### src/rtl/qe_input_sequencer.sv
// Input sequencer for the quadratic-equation/MAC block: buffers host-written (a,x) pairs,
// replays them one per cycle on start, then captures the downstream result.
module qe_input_sequencer #(
  parameter int DEPTH = 16,
  parameter int AW    = 4
) (
  input  logic          clk,
  input  logic          reset,
  input  logic          wr_en,
  input  logic [7:0]    wr_a,
  input  logic [7:0]    wr_x,
  input  logic          cfg_mode,
  input  logic [7:0]    cfg_b,
  input  logic [7:0]    cfg_c,
  input  logic          start,
  input  logic          abort,
  input  logic          res_valid,
  input  logic [15:0]   res_data,
  output logic [7:0]    in_a,
  output logic [7:0]    in_x,
  output logic [7:0]    in_b,
  output logic [7:0]    in_c,
  output logic          mode,
  output logic          valid_in,
  output logic          last_input,
  output logic          busy,
  output logic          done,
  output logic [15:0]   result_q,
  output logic [AW:0]   count,
  output logic          ovf,
  output logic          err
);

  typedef enum logic [1:0] {IDLE, STREAM, WAIT_RES} state_t;

  localparam logic [AW:0]   FULL    = (AW+1)'(DEPTH);
  localparam logic [AW:0]   ONE     = (AW+1)'(1);
  localparam logic [AW-1:0] PTR_ONE = AW'(1);

  state_t        state, state_next;
  logic [7:0]    mem_a [DEPTH];
  logic [7:0]    mem_x [DEPTH];
  logic [AW-1:0] ptr;

  logic load_run, advance, end_stream, capture, cancel, do_write, drop_write, reject;

  always_ff @(posedge clk or negedge reset) begin
    if (!reset) state <= IDLE;
    else        state <= state_next;
  end

  always_comb begin
    state_next = state;
    unique case (state)
      IDLE:     if (start && count != '0) state_next = STREAM;
      STREAM:   if (abort || last_input) state_next = abort ? IDLE : WAIT_RES;
      WAIT_RES: if (abort || res_valid) state_next = IDLE;
      default:  state_next = IDLE;
    endcase
  end

  // Decode the current state into datapath strobes; abort always wins over progress.
  always_comb begin
    load_run   = 1'b0;
    advance    = 1'b0;
    end_stream = 1'b0;
    capture    = 1'b0;
    cancel     = 1'b0;
    do_write   = 1'b0;
    drop_write = 1'b0;
    reject     = 1'b0;
    unique case (state)
      IDLE: begin
        if (start) begin
          if (count == '0) reject = 1'b1;
          else             load_run = 1'b1;
        end else if (wr_en) begin
          if (count == FULL) drop_write = 1'b1;
          else               do_write = 1'b1;
        end
      end
      STREAM: begin
        if (abort)           cancel = 1'b1;
        else if (last_input) end_stream = 1'b1;
        else                 advance = 1'b1;
      end
      WAIT_RES: begin
        if (abort)          cancel = 1'b1;
        else if (res_valid) capture = 1'b1;
      end
      default: ;
    endcase
  end

  always_ff @(posedge clk) begin
    if (do_write) begin
      mem_a[count[AW-1:0]] <= wr_a;
      mem_x[count[AW-1:0]] <= wr_x;
    end
  end

  // The first beat is loaded on the start edge so valid_in rises the very next cycle.
  always_ff @(posedge clk or negedge reset) begin
    if (!reset) begin
      in_a <= '0; in_x <= '0; in_b <= '0; in_c <= '0;
      mode <= 1'b0; valid_in <= 1'b0; last_input <= 1'b0;
      busy <= 1'b0; done <= 1'b0; err <= 1'b0;
      result_q <= '0; count <= '0; ovf <= 1'b0; ptr <= '0;
    end else begin
      done <= 1'b0;
      err  <= reject;
      busy <= (state_next != IDLE);
      if (do_write)   count <= count + ONE;
      if (drop_write) ovf <= 1'b1;
      if (load_run) begin
        mode       <= cfg_mode;
        in_b       <= cfg_b;
        in_c       <= cfg_c;
        in_a       <= mem_a[0];
        in_x       <= mem_x[0];
        valid_in   <= 1'b1;
        last_input <= !cfg_mode || (count == ONE);
        ptr        <= PTR_ONE;
      end
      if (advance) begin
        in_a       <= mem_a[ptr];
        in_x       <= mem_x[ptr];
        last_input <= ({1'b0, ptr} == count - ONE);
        ptr        <= ptr + PTR_ONE;
      end
      if (end_stream) begin
        valid_in   <= 1'b0;
        last_input <= 1'b0;
      end
      if (cancel || capture) begin
        valid_in   <= 1'b0;
        last_input <= 1'b0;
        in_a <= '0; in_x <= '0; in_b <= '0; in_c <= '0;
        mode <= 1'b0;
      end
      if (capture) begin
        result_q <= res_data;
        done     <= 1'b1;
        count    <= '0;
      end
    end
  end

endmodule

### config.mk
export PLATFORM = sky130hd
export DESIGN_NAME = qe_input_sequencer
export DESIGN_NICKNAME = d
export VERILOG_FILES = /design/src/rtl/qe_input_sequencer.sv
export SDC_FILE = /design/constraint.sdc
export NUM_CORES = 1
export LEC_CHECK = 0
export ABC_AREA = 1
export BUFFER_PORTS_ARGS = -buffer_cell sky130_fd_sc_hd__buf_2
export CAP_MARGIN = 30
export CORE_AREA = 2 2 210 171
export DETAILED_ROUTE_END_ITERATION = 10
export DIE_AREA = 0 0 212 173
export GPL_ROUTABILITY_DRIVEN = 0
export PLACE_DENSITY = 0.72
export SETUP_SLACK_MARGIN = 0.02
export SKIP_LAST_GASP = 1
export SYNTH_ARGS = -nofsm -noshare
export SYNTH_HDL_FRONTEND = slang
export SYNTH_SLANG_ARGS = --single-unit
### constraint.sdc
create_clock -name clk -period 2.6 [get_ports clk]
set_clock_uncertainty 0.05 [all_clocks]
set_input_delay 0.13 -clock clk [delete_from_list [all_inputs] [get_ports clk]]
set_output_delay 0.13 -clock clk [all_outputs]
set_load 0.005 [all_outputs]
; ---- Word-level counts from Yosys, hierarchy flattened
; Memory sizes are Yosys's and may differ from the RTL's.
; Index checks and enable logic that the tools add are counted.
[op_classes]
add_sub_neg = 3
n_eq_ne = 5
muxes = 56
reduce_logical = 17
[op_table]
columns = op, n
row1 = two-way mux 8 bit, 10
row2 = two-way mux 1 bit, 37
row3 = two-way mux 5 bit, 2
row4 = two-way mux 2 bit, 4
row5 = two-way mux 4 bit, 2
row6 = nonzero test 2 bit, 4
row7 = case mux 2 bit (3 select lines), 1
row8 = nonzero test 3 bit, 2
row9 = "adder 5 x 1 -> 5 bit, second input constant", 1
row10 = == test 4 x 5 -> 1 bit, 1
row11 = "== test 5 x 1 -> 1 bit, second input constant", 1
row12 = "== test 5 bit, second input constant", 1
row13 = logical NOT 5 bit, 1
row14 = nonzero test 5 bit, 1
row15 = "subtractor 5 x 1 -> 5 bit, second input constant", 1
row16 = "adder 4 x 1 -> 4 bit, second input constant", 1
row17 = logical OR 1 bit, 4
row18 = nonzero test 4 bit, 1
row19 = "== test 2 x 1 -> 1 bit, second input constant", 1
row20 = "== test 2 bit, second input constant", 1
row21 = logical NOT 2 bit, 1
row22 = OR reduction 2 bit, 1
row23 = logical AND 1 bit, 1
row24 = logical NOT 1 bit, 1
[word_totals]
reg_bits = 66
mem_bits_rw = 256
out_inout_bits = 60
mem_count = 2
[mem_list]
columns = memory, words, word_bits, read_ports, rd_clocked_by_memory_dff, write_ports, line
row1 = mem_a, 16, 8, 2, 0, 1, 41  ; logic [7:0] mem_a [DEPTH];
row2 = mem_x, 16, 8, 2, 0, 1, 42  ; logic [7:0] mem_x [DEPTH];

; ---- Longest topological paths before layout
[logic_depth]
ltp_word = 8
depth_mapped = 12
ltp_nobuf = 10

; ---- Worst setup path before layout
; OpenSTA, ideal clock, no wires.
[synth_timing]
path_kind = reg-to-reg
from = reg count[0]
to = mem mem_a[4][0] (enable)
setup_ns = 0.409
t_arrival_ns = 2.146
required_ns = 2.141
setup_slack_ns = -0.005
stages_incl_launch_ff = 6
n_path_buf = 0
path_cell_list = dfrtp_1 inv_1 ha_1 nand3_2 nand2_2 nor3_1
[synth_between]
elab_chain_len = 7
[synth_rtl]
columns = element, line
row1 = from (decl), 29  ; output logic [AW:0] count,
row2 = from (signal assigned), 113  ; if (do_write) count <= count + ONE;
row3 = == test 5 bit, 78  ; if (count == FULL) drop_write = 1'b1;
row4 = two-way mux 1 bit, 78
row5 = two-way mux 1 bit, 77  ; end else if (wr_en) begin
row6 = two-way mux 1 bit, 74  ; if (start) begin
row7 = two-way mux 1 bit, 72  ; unique case (state)
row8 = two-way mux 1 bit, 96  ; if (do_write) begin
row9 = two-way mux 1 bit (not written as such), 97  ; mem_a[count[AW-1:0]] <= wr_a;
row10 = to (decl), 41
; Several ways; a longest one is shown, not always the timed one.

; ---- Worst setup path in the final report
[layout_timing]
from = reg count[0]
to = reg mode
[layout_between]
elab_chain_len = 5
[layout_rtl]
columns = element, line
row1 = logical NOT 5 bit, 75  ; if (count == '0) reject = 1'b1;
row2 = two-way mux 1 bit, 75
row3 = two-way mux 1 bit, 74
row4 = two-way mux 1 bit, 72
row5 = nonzero test 2 bit (no source line), n/a
row6 = to (signal assigned), 116  ; mode <= cfg_mode;
row7 = to (decl), 23  ; output logic mode,
; Every way passes these cells.
; A chain may end at the register's enable or synchronous reset.

==> results.yml <==
global_routing:
  first_global_vias: 9765
  grt_max_degree: 109
  grt_pass1_wl_mm: 55.1
  grt_usage_pct: 19.5
  overflow: 0
  antenna_found_initial: 1
worst_setup_path:
  crit_slowest_cell: "dlygate4sd3_1"
  r2r-start: "count[0]"
  startpoint_type: "flop"
  crit_required_ps: 3050
  cp.depth: 8
  endpoint_kind: "flop"
  rr_endpoint: "mode"
  reg2reg_depth: 8
  critPathMaxStageDelay_ps: 560
  critPathBufInv: 3
  r2r_setup_slack_ps: 190
  crit_fanout: 20
  cp_data_arrival_time_ps: 2860
  cp_top_family: "buffers and inverters"
  crit_start: "count[0]"
  cp-endpoint: "mode"
  crit_path_cell_trace: "inv_1 -> ha_1 -> nand3_4 -> nand2_8 -> inv_2 -> nand2_1 -> a21oi_1 -> dlygate4sd3_1"
  path_class: "reg -> reg"
logic_synthesis:
  synth_top_flop_cell: "edfxtp_1"
  postSynthCellCount: 1372
  synth_top_cell_area_share_pct: 54.9
  synth.cell_area_um2: 14000
  synth_cell_types: 37
  synth-seq-cells: 322
  yosys-top-cells-area: "edfxtp_1 55%, nand2_1 14%, dfrtp_1 12%, nand3_1 7.8%, inv_1 3.9%"
  synth_nets: 1437
  ys_seq_area_share_pct: 66.6
  synth.avg_cell_area_um2: 10.2
  synth_area_leader_cell: "edfxtp_1"
  synth_edf_count: 256
  ys_warn_count: 0
  async_flop_share_pct: 20.5
power_and_ir_drop:
  power_frac_comb_pct: 33.2
  switchingPower_uw: 5870
  swShare_pct: 35.5
  clock_power_share_pct: 27.3
  seq_power_share_pct: 39.5
  power_uw: 16600
  p_leak_uw: 0.00733
  p_int_uw: 10700
  ir_drop_v: 0.000613
  power_density_nw_per_um2: 989
routing:
  wirelength_mm: 35.4
  dr_total_vias: 10200
  first_pass_iters: 5
  ant_nets: 0
  post_drt_wl_per_cell_um: 17.4
  drt_iter0_drc: 1215
  avgViaCountPerCell: 5.01
  drc_errors: 0
clocking:
  hold_buffers: 56
  post_cts_resized: 0
  clock_latency_ps: 560
  clockBufferDepth: 3
  cts_made_buffers: 29
  cts-root-buf: "clkbuf_16"
  cts_htree_levels: 1
  cts_setup_buffers: 0
  cts.reportedPaths.clkPinSlew_ps: 70
  cts_tree: "done"
  clock_sinks: 322
sta:
  fmax_mhz: 415
  timing.hold.ws_ps: 87.5
  fin_crit_ps: 2410
  slew_viol_final: 0
  rsz0062_at_grt: "no"
  fin_crit_sh_pct: 92.7
  relSlewSlack_pct: 46.1
  tightest_slew_ps: 807
  finalSetupViolCount: 0
  hold_viol_final: 0
final_layout:
  area_growth_pct: 19.4
  drive_gt1_share_pct: 14.3
  final_common_cell: "nand2_1"
  multiInputGateArea_um2: 3760
  fill_cells: 3057
  utilization_pct: 48.6
  regArea_um2: 9340
  final_cell_mix: "518 x nand2_1, 256 x edfxtp_1, 219 x nand3_1"
  fin_nets: 1604
floorplan:
  design.core.area_um2: 34400
  rows: 61
  die-area_um2: 36700
  dieHeight_um: 173
  boundaryPins: 115
  start_util_pct: 40.7
  fp.dieW_um: 212
place:
  numPortBuffers: 114
  dpl.hpwl_mm: 21.9
worst_hold_path:
  hold_class: "in -> async"
outcome:
  status: "finished clean"
run:
  drv_cap: 0
through the flow:
stage	setup slack, ps	instances	cell area (µm²)	TNS, ps
after floorplan	-5.49	1372	14000	-263
after global placement	397	1924	15200	0
after detailed placement	324	1924	15200	0
after CTS	232	2033	16700	0
after global routing	23.5	2034	16700	0
final	190	2034	16700	0
state kept, by name (all words and copies together) (netlist names):
register	count
busy	1
last_input	1
state	2
in_c	8
result_q	16
in_a	8
ovf	1
mode	1
mem_a	128
valid_in	1
in_x	8
mem_x	128
in_b	8
err	1
ptr	4
count	5
done	1
routing by layer:
metal | GRT usage [%] | vias to the layer above | share of wire [%]
met5 | 0 | - | 0
met2 | 30.4 | 420 | 46
met4 | 7.01 | 0 | 3.4
li1 | - | 4819 | -
met1 | 26.5 | 4864 | 42
met3 | 4.63 | 90 | 8.9
synthesized netlist by cell type, types with 9 or more instances:
cell,count
clkbuf_1,10
nand3_1,219
nand2_1,518
buf_2,39
a21oi_1,12
a21oi_2,10
buf_1,9
nor2_1,20
ha_1,10
inv_1,144
dfrtp_1,66
edfxtp_1,256
area by class of cell:
type / instances / share of cell area, %
Multi-Input combinational cell: 831 / 22.4
Antenna cell: 1 / 0.0149
Sequential cell: 322 / 55.8
Clock buffer: 34 / 4.45
Clock inverter: 19 / 1.47
Tap cell: 472 / 3.53
Inverter: 151 / 3.40
Timing Repair Buffer: 204 / 8.88
worst min-delay path by stage:
| stage | startpoint | to |
|---|---|---|
| final | reset | in_x[3] |
| after global routing | reset | in_b[0] |
| after CTS | reset | in_c[3] |
| after detailed placement | reset | in_c[0] |
| after global placement | reset | in_c[0] |
| after floorplan | reset | busy |
worst reg2reg max path: stages, from the launching register on:
cell,delay (ps)
dfrtp_1,440
inv_1,160
ha_1,300
nand3_4,160
nand2_8,140
inv_2,320
nand2_1,100
a21oi_1,130
dlygate4sd3_1,560
power groups by stage:
| stage | logic (µW) | clock network, µW | registers (µW) |
|---|---|---|---|
| after floorplan | 3720 | 0 | 6590 |
| after global placement | 5290 | 0 | 6600 |
| after detailed placement | 5390 | 0 | 6620 |
| after CTS | 5500 | 4570 | 6520 |
| after global routing | 6150 | 4790 | 6590 |
| final | 5510 | 4520 | 6530 |
logic make-up after synthesis:
kind of cell             share of synthesized area [%]
AND/OR/NAND/NOR                                   23.6
flip-flops                                        66.6
buffers and inverters                             6.70
AO/OA/AOI/OAI                                     1.79
adder cells (fa/ha/maj)                          0.893
XOR/XNOR                                         0.375
(Power assumes the default switching activity.)
